===== src/rtl/hash_msg_padder.sv =====
// hash_msg_padder: fetches a byte-length message from the 32-bit SRAM and
// byte-swaps it to big-endian. It appends the 0x80 marker, zero fill and the
// 64-bit bit length, then streams 16-word blocks over a valid/ready port.
//
// state    | meaning
// ---------+-----------------------------------------------------------
// S_IDLE   | waiting for start
// S_FETCH  | issuing memory reads for message words (m < ceil(size/4))
// S_PAD    | generating marker / zero-fill words
// S_LEN_HI | generating upper 32 bits of the bit length (word NW-2)
// S_LEN_LO | generating lower 32 bits of the bit length (word NW-1)
// S_DRAIN  | all words issued, waiting for the consumer to take w_last
//
// Every word, whether it is read or generated, passes through one in-flight
// stage before it reaches the output register or the skid FIFO. This keeps
// the words in order at the fetch/pad boundary without bubbles. A word is
// issued only when the skid occupancy plus the in-flight stage is below
// FIFO_DEPTH, so a landing word always has a slot.

module hash_msg_padder #(
  parameter int ADDR_W     = 16,
  parameter bit SWAP_BYTES = 1'b1,
  parameter int FIFO_DEPTH = 2
) (
  input  logic              clk,
  input  logic              reset_n,
  input  logic              start,
  input  logic [31:0]       message_addr,
  input  logic [31:0]       size,
  output logic              mem_clk,
  output logic              mem_rd,
  output logic [ADDR_W-1:0] mem_addr,
  input  logic [31:0]       mem_read_data,
  output logic              w_valid,
  input  logic              w_ready,
  output logic [31:0]       w_data,
  output logic [3:0]        w_idx,
  output logic              w_last,
  output logic              busy,
  output logic              done
);

  localparam int PTR_W = (FIFO_DEPTH > 1) ? $clog2(FIFO_DEPTH) : 1;
  localparam int CNT_W = $clog2(FIFO_DEPTH + 1);
  localparam logic [CNT_W:0] DEPTH_C = (CNT_W + 1)'(FIFO_DEPTH);

  typedef enum logic [2:0] {
    S_IDLE, S_FETCH, S_PAD, S_LEN_HI, S_LEN_LO, S_DRAIN
  } state_t;

  state_t state_q, state_d;

  // job parameters, latched at start
  logic [31:0]       size_q;
  logic [ADDR_W-1:0] base_q;
  logic [31:0]       nreads_q;
  logic [31:0]       nw_q;
  logic [31:0]       m_q;

  logic [31:0] f_w, nw_m1, nw_m2, m_next;
  logic [1:0]  r_w;
  logic [31:0] job_nreads, job_blocks, job_nw;

  // in-flight stage
  logic        stage_v, stage_mem, stage_last;
  logic [1:0]  stage_r;
  logic [31:0] stage_gen;
  logic [3:0]  stage_idx;

  // skid FIFO
  logic [31:0]      fifo_data [FIFO_DEPTH];
  logic [3:0]       fifo_idx  [FIFO_DEPTH];
  logic             fifo_last [FIFO_DEPTH];
  logic [PTR_W-1:0] rd_ptr, wr_ptr;
  logic [CNT_W-1:0] occ;

  logic        issue, is_rd, start_job, room;
  logic [31:0] gen_word, mem_swapped, land_data;
  logic        pop, out_load, fifo_push, fifo_pop;
  logic        unused_addr_bits;

  assign mem_clk          = clk;
  assign unused_addr_bits = ^message_addr[31:ADDR_W];

  assign f_w    = {2'b00, size_q[31:2]};
  assign r_w    = size_q[1:0];
  assign nw_m1  = nw_q - 32'd1;
  assign nw_m2  = nw_q - 32'd2;
  assign m_next = m_q + 32'd1;

  // one block if marker plus length fit after the tail bytes, else two
  assign job_nreads = {2'b00, size[31:2]} + {31'b0, |size[1:0]};
  assign job_blocks = {6'b0, size[31:6]} + ((size[5:0] < 6'd56) ? 32'd1 : 32'd2);
  assign job_nw     = job_blocks << 4;

  assign pop      = w_valid && w_ready;
  assign out_load = !w_valid || pop;
  assign room     = ({1'b0, occ} + (CNT_W + 1)'(stage_v)) < DEPTH_C;
  assign is_rd    = m_q < nreads_q;

  function automatic logic [PTR_W-1:0] ptr_inc(input logic [PTR_W-1:0] p);
    return (p == PTR_W'(FIFO_DEPTH - 1)) ? '0 : p + PTR_W'(1);
  endfunction

  // state register
  always_ff @(posedge clk) begin
    if (!reset_n) state_q <= S_IDLE;
    else          state_q <= state_d;
  end

  // next-state logic; word kind follows m, the state only tracks the phase
  always_comb begin
    state_d = state_q;
    case (state_q)
      S_IDLE:   if (start) state_d = S_FETCH;
      S_FETCH:  if (issue) begin
                  if (m_next == nw_m2)          state_d = S_LEN_HI;
                  else if (m_next >= nreads_q)  state_d = S_PAD;
                end
      S_PAD:    if (issue && m_next == nw_m2) state_d = S_LEN_HI;
      S_LEN_HI: if (issue) state_d = S_LEN_LO;
      S_LEN_LO: if (issue) state_d = S_DRAIN;
      S_DRAIN:  if (pop && w_last) state_d = S_IDLE;
      default:  state_d = S_IDLE;
    endcase
  end

  // FSM outputs: issue strobe, memory request, busy
  always_comb begin
    issue     = 1'b0;
    start_job = 1'b0;
    case (state_q)
      S_IDLE:                               start_job = start;
      S_FETCH, S_PAD, S_LEN_HI, S_LEN_LO:   issue     = room;
      default: ;
    endcase
    mem_rd   = issue && is_rd;
    mem_addr = mem_rd ? (base_q + m_q[ADDR_W-1:0]) : '0;
    busy     = (state_q != S_IDLE);
  end

  // generated word for index m (marker when the message ends on a word boundary)
  always_comb begin
    gen_word = 32'h0;
    if (m_q == f_w)        gen_word = 32'h8000_0000;
    else if (m_q == nw_m2) gen_word = {29'b0, size_q[31:29]};
    else if (m_q == nw_m1) gen_word = {size_q[28:0], 3'b000};
  end

  // word landing from the in-flight stage; a partial tail word gets masked and marked
  always_comb begin
    mem_swapped = SWAP_BYTES ? {mem_read_data[7:0], mem_read_data[15:8],
                                mem_read_data[23:16], mem_read_data[31:24]}
                             : mem_read_data;
    case (stage_r)
      2'd1:    land_data = (mem_swapped & 32'hFF00_0000) | 32'h0080_0000;
      2'd2:    land_data = (mem_swapped & 32'hFFFF_0000) | 32'h0000_8000;
      2'd3:    land_data = (mem_swapped & 32'hFFFF_FF00) | 32'h0000_0080;
      default: land_data = mem_swapped;
    endcase
    if (!stage_mem) land_data = stage_gen;
    fifo_pop  = out_load && (occ != '0);
    fifo_push = stage_v && !(out_load && (occ == '0));
  end

  // job registers and word counter
  always_ff @(posedge clk) begin
    if (!reset_n) begin
      size_q   <= '0;
      base_q   <= '0;
      nreads_q <= '0;
      nw_q     <= '0;
      m_q      <= '0;
    end else if (start_job) begin
      size_q   <= size;
      base_q   <= message_addr[ADDR_W-1:0];
      nreads_q <= job_nreads;
      nw_q     <= job_nw;
      m_q      <= '0;
    end else if (issue) begin
      m_q <= m_next;
    end
  end

  // in-flight stage: memory data arrives one edge after the read is issued
  always_ff @(posedge clk) begin
    if (!reset_n) begin
      stage_v    <= 1'b0;
      stage_mem  <= 1'b0;
      stage_r    <= 2'd0;
      stage_gen  <= '0;
      stage_idx  <= '0;
      stage_last <= 1'b0;
    end else begin
      stage_v <= issue;
      if (issue) begin
        stage_mem  <= is_rd;
        stage_r    <= (is_rd && m_q == f_w) ? r_w : 2'd0;
        stage_gen  <= gen_word;
        stage_idx  <= m_q[3:0];
        stage_last <= (m_q == nw_m1);
      end
    end
  end

  // output register fed from the FIFO head, or straight from the stage when empty
  always_ff @(posedge clk) begin
    if (!reset_n) begin
      w_valid <= 1'b0;
      w_data  <= '0;
      w_idx   <= '0;
      w_last  <= 1'b0;
      rd_ptr  <= '0;
      wr_ptr  <= '0;
      occ     <= '0;
      done    <= 1'b0;
    end else begin
      if (out_load) begin
        if (occ != '0) begin
          w_valid <= 1'b1;
          w_data  <= fifo_data[rd_ptr];
          w_idx   <= fifo_idx[rd_ptr];
          w_last  <= fifo_last[rd_ptr];
        end else if (stage_v) begin
          w_valid <= 1'b1;
          w_data  <= land_data;
          w_idx   <= stage_idx;
          w_last  <= stage_last;
        end else begin
          w_valid <= 1'b0;
        end
      end
      if (fifo_pop)  rd_ptr <= ptr_inc(rd_ptr);
      if (fifo_push) wr_ptr <= ptr_inc(wr_ptr);
      occ  <= occ + CNT_W'(fifo_push) - CNT_W'(fifo_pop);
      done <= (state_q == S_DRAIN) && pop && w_last;
    end
  end

  // skid FIFO storage
  always_ff @(posedge clk) begin
    if (fifo_push) begin
      fifo_data[wr_ptr] <= land_data;
      fifo_idx[wr_ptr]  <= stage_idx;
      fifo_last[wr_ptr] <= stage_last;
    end
  end

endmodule

===== config.mk =====
export PLATFORM = sky130hd
export DESIGN_NAME = hash_msg_padder
export DESIGN_NICKNAME = d
export VERILOG_FILES = /design/src/rtl/hash_msg_padder.sv
export SDC_FILE = /design/constraint.sdc
export NUM_CORES = 1
export LEC_CHECK = 0
export CAP_MARGIN = 5
export CELL_PAD_IN_SITES_DETAIL_PLACEMENT = 0
export CELL_PAD_IN_SITES_GLOBAL_PLACEMENT = 2
export CORE_ASPECT_RATIO = 1.25
export CORE_MARGIN = 3
export CORE_UTILIZATION = 32
export CTS_CLUSTER_DIAMETER = 50
export DETAILED_ROUTE_END_ITERATION = 8
export PLACE_DENSITY_LB_ADDON = 0.1
export SETUP_SLACK_MARGIN = 0.15
export SKIP_LAST_GASP = 1
export SLEW_MARGIN = 20
export SYNTH_ARGS = -nofsm -noshare
export SYNTH_HDL_FRONTEND = slang
export SYNTH_SLANG_ARGS = --single-unit

===== constraint.sdc =====
create_clock -name clk -period 3.8 [get_ports clk]
set_input_delay 0.38 -clock clk [delete_from_list [all_inputs] [get_ports clk]]
set_output_delay 0.38 -clock clk [all_outputs]
set_load 0.1 [all_outputs]

==> summary.txt <==
Outcome
  • Outcome: finished with violations
  • Violated checks: setup timing

Final layout
  • Fin cells: 3,055
  • Layout area overhead: 35.5%
  • Util after Layout: 0.442
  • Layout fillers: between 5,000 and 6,000
  • Register Area: 0.00680 mm²
  • Commonest non-fill, non-tap cell in the layout: nand2_1
  • Ant diodes: 0
  • Net count, final: between 2,000 and 2,500
  • Multi-input gate area: 0.0106 mm²
  • Commonest non-fill, non-tap cells in the layout: nand2_1, nor2_1, buf_4
  • Share of layout cells above drive strength 1: 0.222

Worst setup path
  • Critical path type: reg -> reg
  • Buffers & Inverters on Critical Path: 4
  • Crit path from: nw_q[15]
  • Slowest stage delay, CP: roughly 0.55 ns
  • Arrival time worst endpoint: about 4.5 ns
  • Critical Path RT: 4.41 ns
  • Reg2reg path depth: 14
  • Crit path max-delay family: simple AND/OR/NAND/NOR gates
  • Most frequent CP cell: or4_4
  • Critical path endpoint category: flip-flop
  • RR Startpoint: nw_q[15]
  • CP max FO: 3
  • CP Launch Type: flip-flop
  • Critical R2R Capture: stage_gen[2]
  • Crit path max-delay cell type: or4_4
  • Critical path cell sequence: or4_4 -> or4_4 -> or4_4 -> and2_4 -> or3_4 -> nor4_4 -> buf_4 -> nand4_1 -> buf_4 -> buf_6 -> buf_6 -> nor3_4 -> a22oi_1 -> nor2_1
  • Worst R2R Setup Slack: -0.05 ns

Worst hold path
  • Hold EP: base_q[1]
  • Worst min path class: in -> reg
  • Hold Crit Start: message_addr[1]
  • Hold Crit Depth: 3

Floorplan
  • Site Rows: 94
  • Die height: roughly 270 µm
  • Initial core utilization: 0.326
  • Die ar.: ~0.057 mm²
  • Die Wd: between 200 and 250 µm
  • Num ports: 158
  • Core area: 0.0532 mm²

Timing
  • Slew margin rel.: 0.289
  • Post-route minimum period: 3.85 ns
  • Worst-Margin Slew: around 1.1 ns
  • Setup ws final: -0.0514 ns
  • Fmax: around 0.26 GHz
  • Setup violators final: 26
  • RSZ-0062 raised after global routing: true
  • Max-slew violation count: 0
  • Clock skew: around 0.019 ns
  • Crit share post-route: 1.01
  • Final Hold Vio Count: 0

Placement
  • Pre-CTS WS: -0.114 ns
  • Routability cong.: slightly above 0.9
  • Placed wire-length estimate: about 46,000 µm
  • Port Buffer Count: roughly 140
  • Placed Cells: 2,924

Yosys
  • Syn nets: 2,213
  • Synth Area in Simple Gates: 0.204
  • Flops & latches, synth: 300
  • Library cells used by synthesis: between 70 and 80
  • Xor and xnor area share after synthesis: 0.0925
  • Cell area after synthesis: around 0.017 mm²
  • Post-Syn Area per Cell: about 8.6 µm²
  • Ys async rst share: 0
  • EDFF count, synth: 74
  • Compound-gate portion of the synthesized area: 0.168
  • Yosys warning count: 0
  • Largest family of logic cells by synthesized area: simple AND/OR/NAND/NOR gates
  • Mux share of post-synthesis cell area: 0.0304
  • Synth Area in Adders: 0.0656
  • Mapped Cells: approximately 2,000
  • Sequential share of the synthesized area: 0.389
  • Ys flop type: dfxtp_1

Detailed routing
  • ANT nets after route: 0
  • DR WL/cell: roughly 20 µm
  • Residual DRC: 0
  • Vias: about 16,000
  • Drt initial violations: between 700 and 800
  • Vias per std cell: a little over 5
  • Detailed Route WL: a little over 60,000 µm
  • Initial DRT Pass Iterations: 5

GRT
  • Vias in the first global route: between 15,000 and 20,000
  • Grt total ovfl: 0
  • Gr usage total: 0.212
  • First-pass GRT wire length: just over 90,000 µm
  • Largest net degree at the start of global routing: 75
  • Antenna violations before repair: 0

Pwr
  • Worst IR drop on VDD: ~0.46 mV
  • P per Cell Area: 713 mW/mm²
  • Total power: about 0.017 W
  • P_leak: slightly below 9 nW

Flow run
  • Max_cap viols: 0

Clocking
  • Clock transition at path regs: about 0.06 ns
  • Clock Latency Late Sink: 0.68 ns
  • CTS tree: done
==> worst register-to-register path: stages, from the launching register on <==
cell     delay (ns)
dfxtp_2        0.31
or4_4          0.55
or4_4          0.43
or4_4          0.55
and2_4         0.18
or3_4          0.37
nor4_4         0.14
buf_4          0.14
nand4_1        0.24
buf_4          0.23
buf_6          0.10
buf_6          0.11
nor3_4         0.22
a22oi_1        0.10
nor2_1         0.11
==> where the power goes <==
group	internal (W)	switching (W)
logic	0.00303	0.00524
registers	0.00393	0.000530
clock network	0.00238	0.00165
==> sequential cells by signal, summed over array words and instances, names as in the netlist, 2 cells and up, named ones only <==
name,cells
stage_idx,4
fifo_idx,8
occ,2
stage_gen,32
fifo_last,2
stage_r,2
state_q,3
nw_q,27
fifo_data,64
w_data,32
m_q,32
nreads_q,31
size_q,32
base_q,16
w_idx,4
==> worst max path at each step <==
stage,to,depth (start not counted)
final,stage_gen[2],14
after global routing,stage_gen[1],14
after CTS,stage_gen[1],14
after detailed placement,stage_gen[1],12
after global placement,state_q[0],12
after floorplan,mem_addr[10],11
==> synth_stat cells (all sizes together) (9+ instances only) <==
cell	count	area (µm²)
dfxtp	226	4520
nor2	218	818
nand2	209	785
a21oi	143	716
clkbuf	128	480
xnor2	93	815
ha	87	1090
xor2	85	744
a211oi	80	601
inv	78	293
edfxtp	74	2220
o21ai	56	280
nand3	54	270
nand4	44	275
nor3	38	205
or3	35	219
a22o	29	254
mux2i	29	290
o22ai	28	175
nor4	27	175
mux2	21	236
buf	18	105
a21o	16	120
and3	16	100
and2	14	87.6
and4	14	123
nor2b	14	87.6
o21a	13	97.6
or4	12	109
a31oi	11	68.8
a311oi	9	78.8
o31ai	9	67.6
==> final cells by class <==
type                       instances  area share
clock buffer                      63      0.0532
clock inverter                    19     0.00697
inverter                          79      0.0127
multi-input combinational       1499       0.449
sequential                       300       0.289
tap                              720      0.0383
timing repair buffer             375       0.151
==> metrics by stage <==
stage	instance area [µm²]	hold slack (ns)	setup TNS, ns
after global placement	20800	0.450	-0.774
after detailed placement	20800	0.451	-3.00
after global routing	23500	0.265	-3.24
final	23500	0.263	-0.390
after CTS	23200	0.224	0
after floorplan	17400	0.436	0
==> metal layers <==
metal  global-route usage  up-vias  part of all wire
met5                    0        -                 0
met4               0.0709        0             0.029
met3               0.0270       81             0.036
met2                0.366      284              0.48
met1                0.274     7461              0.45
li1                     -     7818                 -
==> cell families (layout without fill, tap and decap cells) <==
group,count (synthesis),count (layout)
XOR/XNOR,180,180
AND/OR/NAND/NOR,733,733
flip-flops,300,300
adder cells (fa/ha/maj),90,90
multiplexers,50,50
buffers and inverters,225,536
AO/OA/AOI/OAI,446,446
==> what timing repair did <==
| item | in CTS | in global routing |
|---|---|---|
| endpoints found under the hold margin | 0 | 0 |
| setup endpoints to repair | 52 | 51 |
| pin swaps | 54 | 24 |
| gates resized for setup | 145 | 51 |
| cloned | 1 | 1 |
| buffers inserted | 39 | 9 |
| hold buffers | 0 | 0 |
No activity file was read; power rests on OpenSTA's default activity.
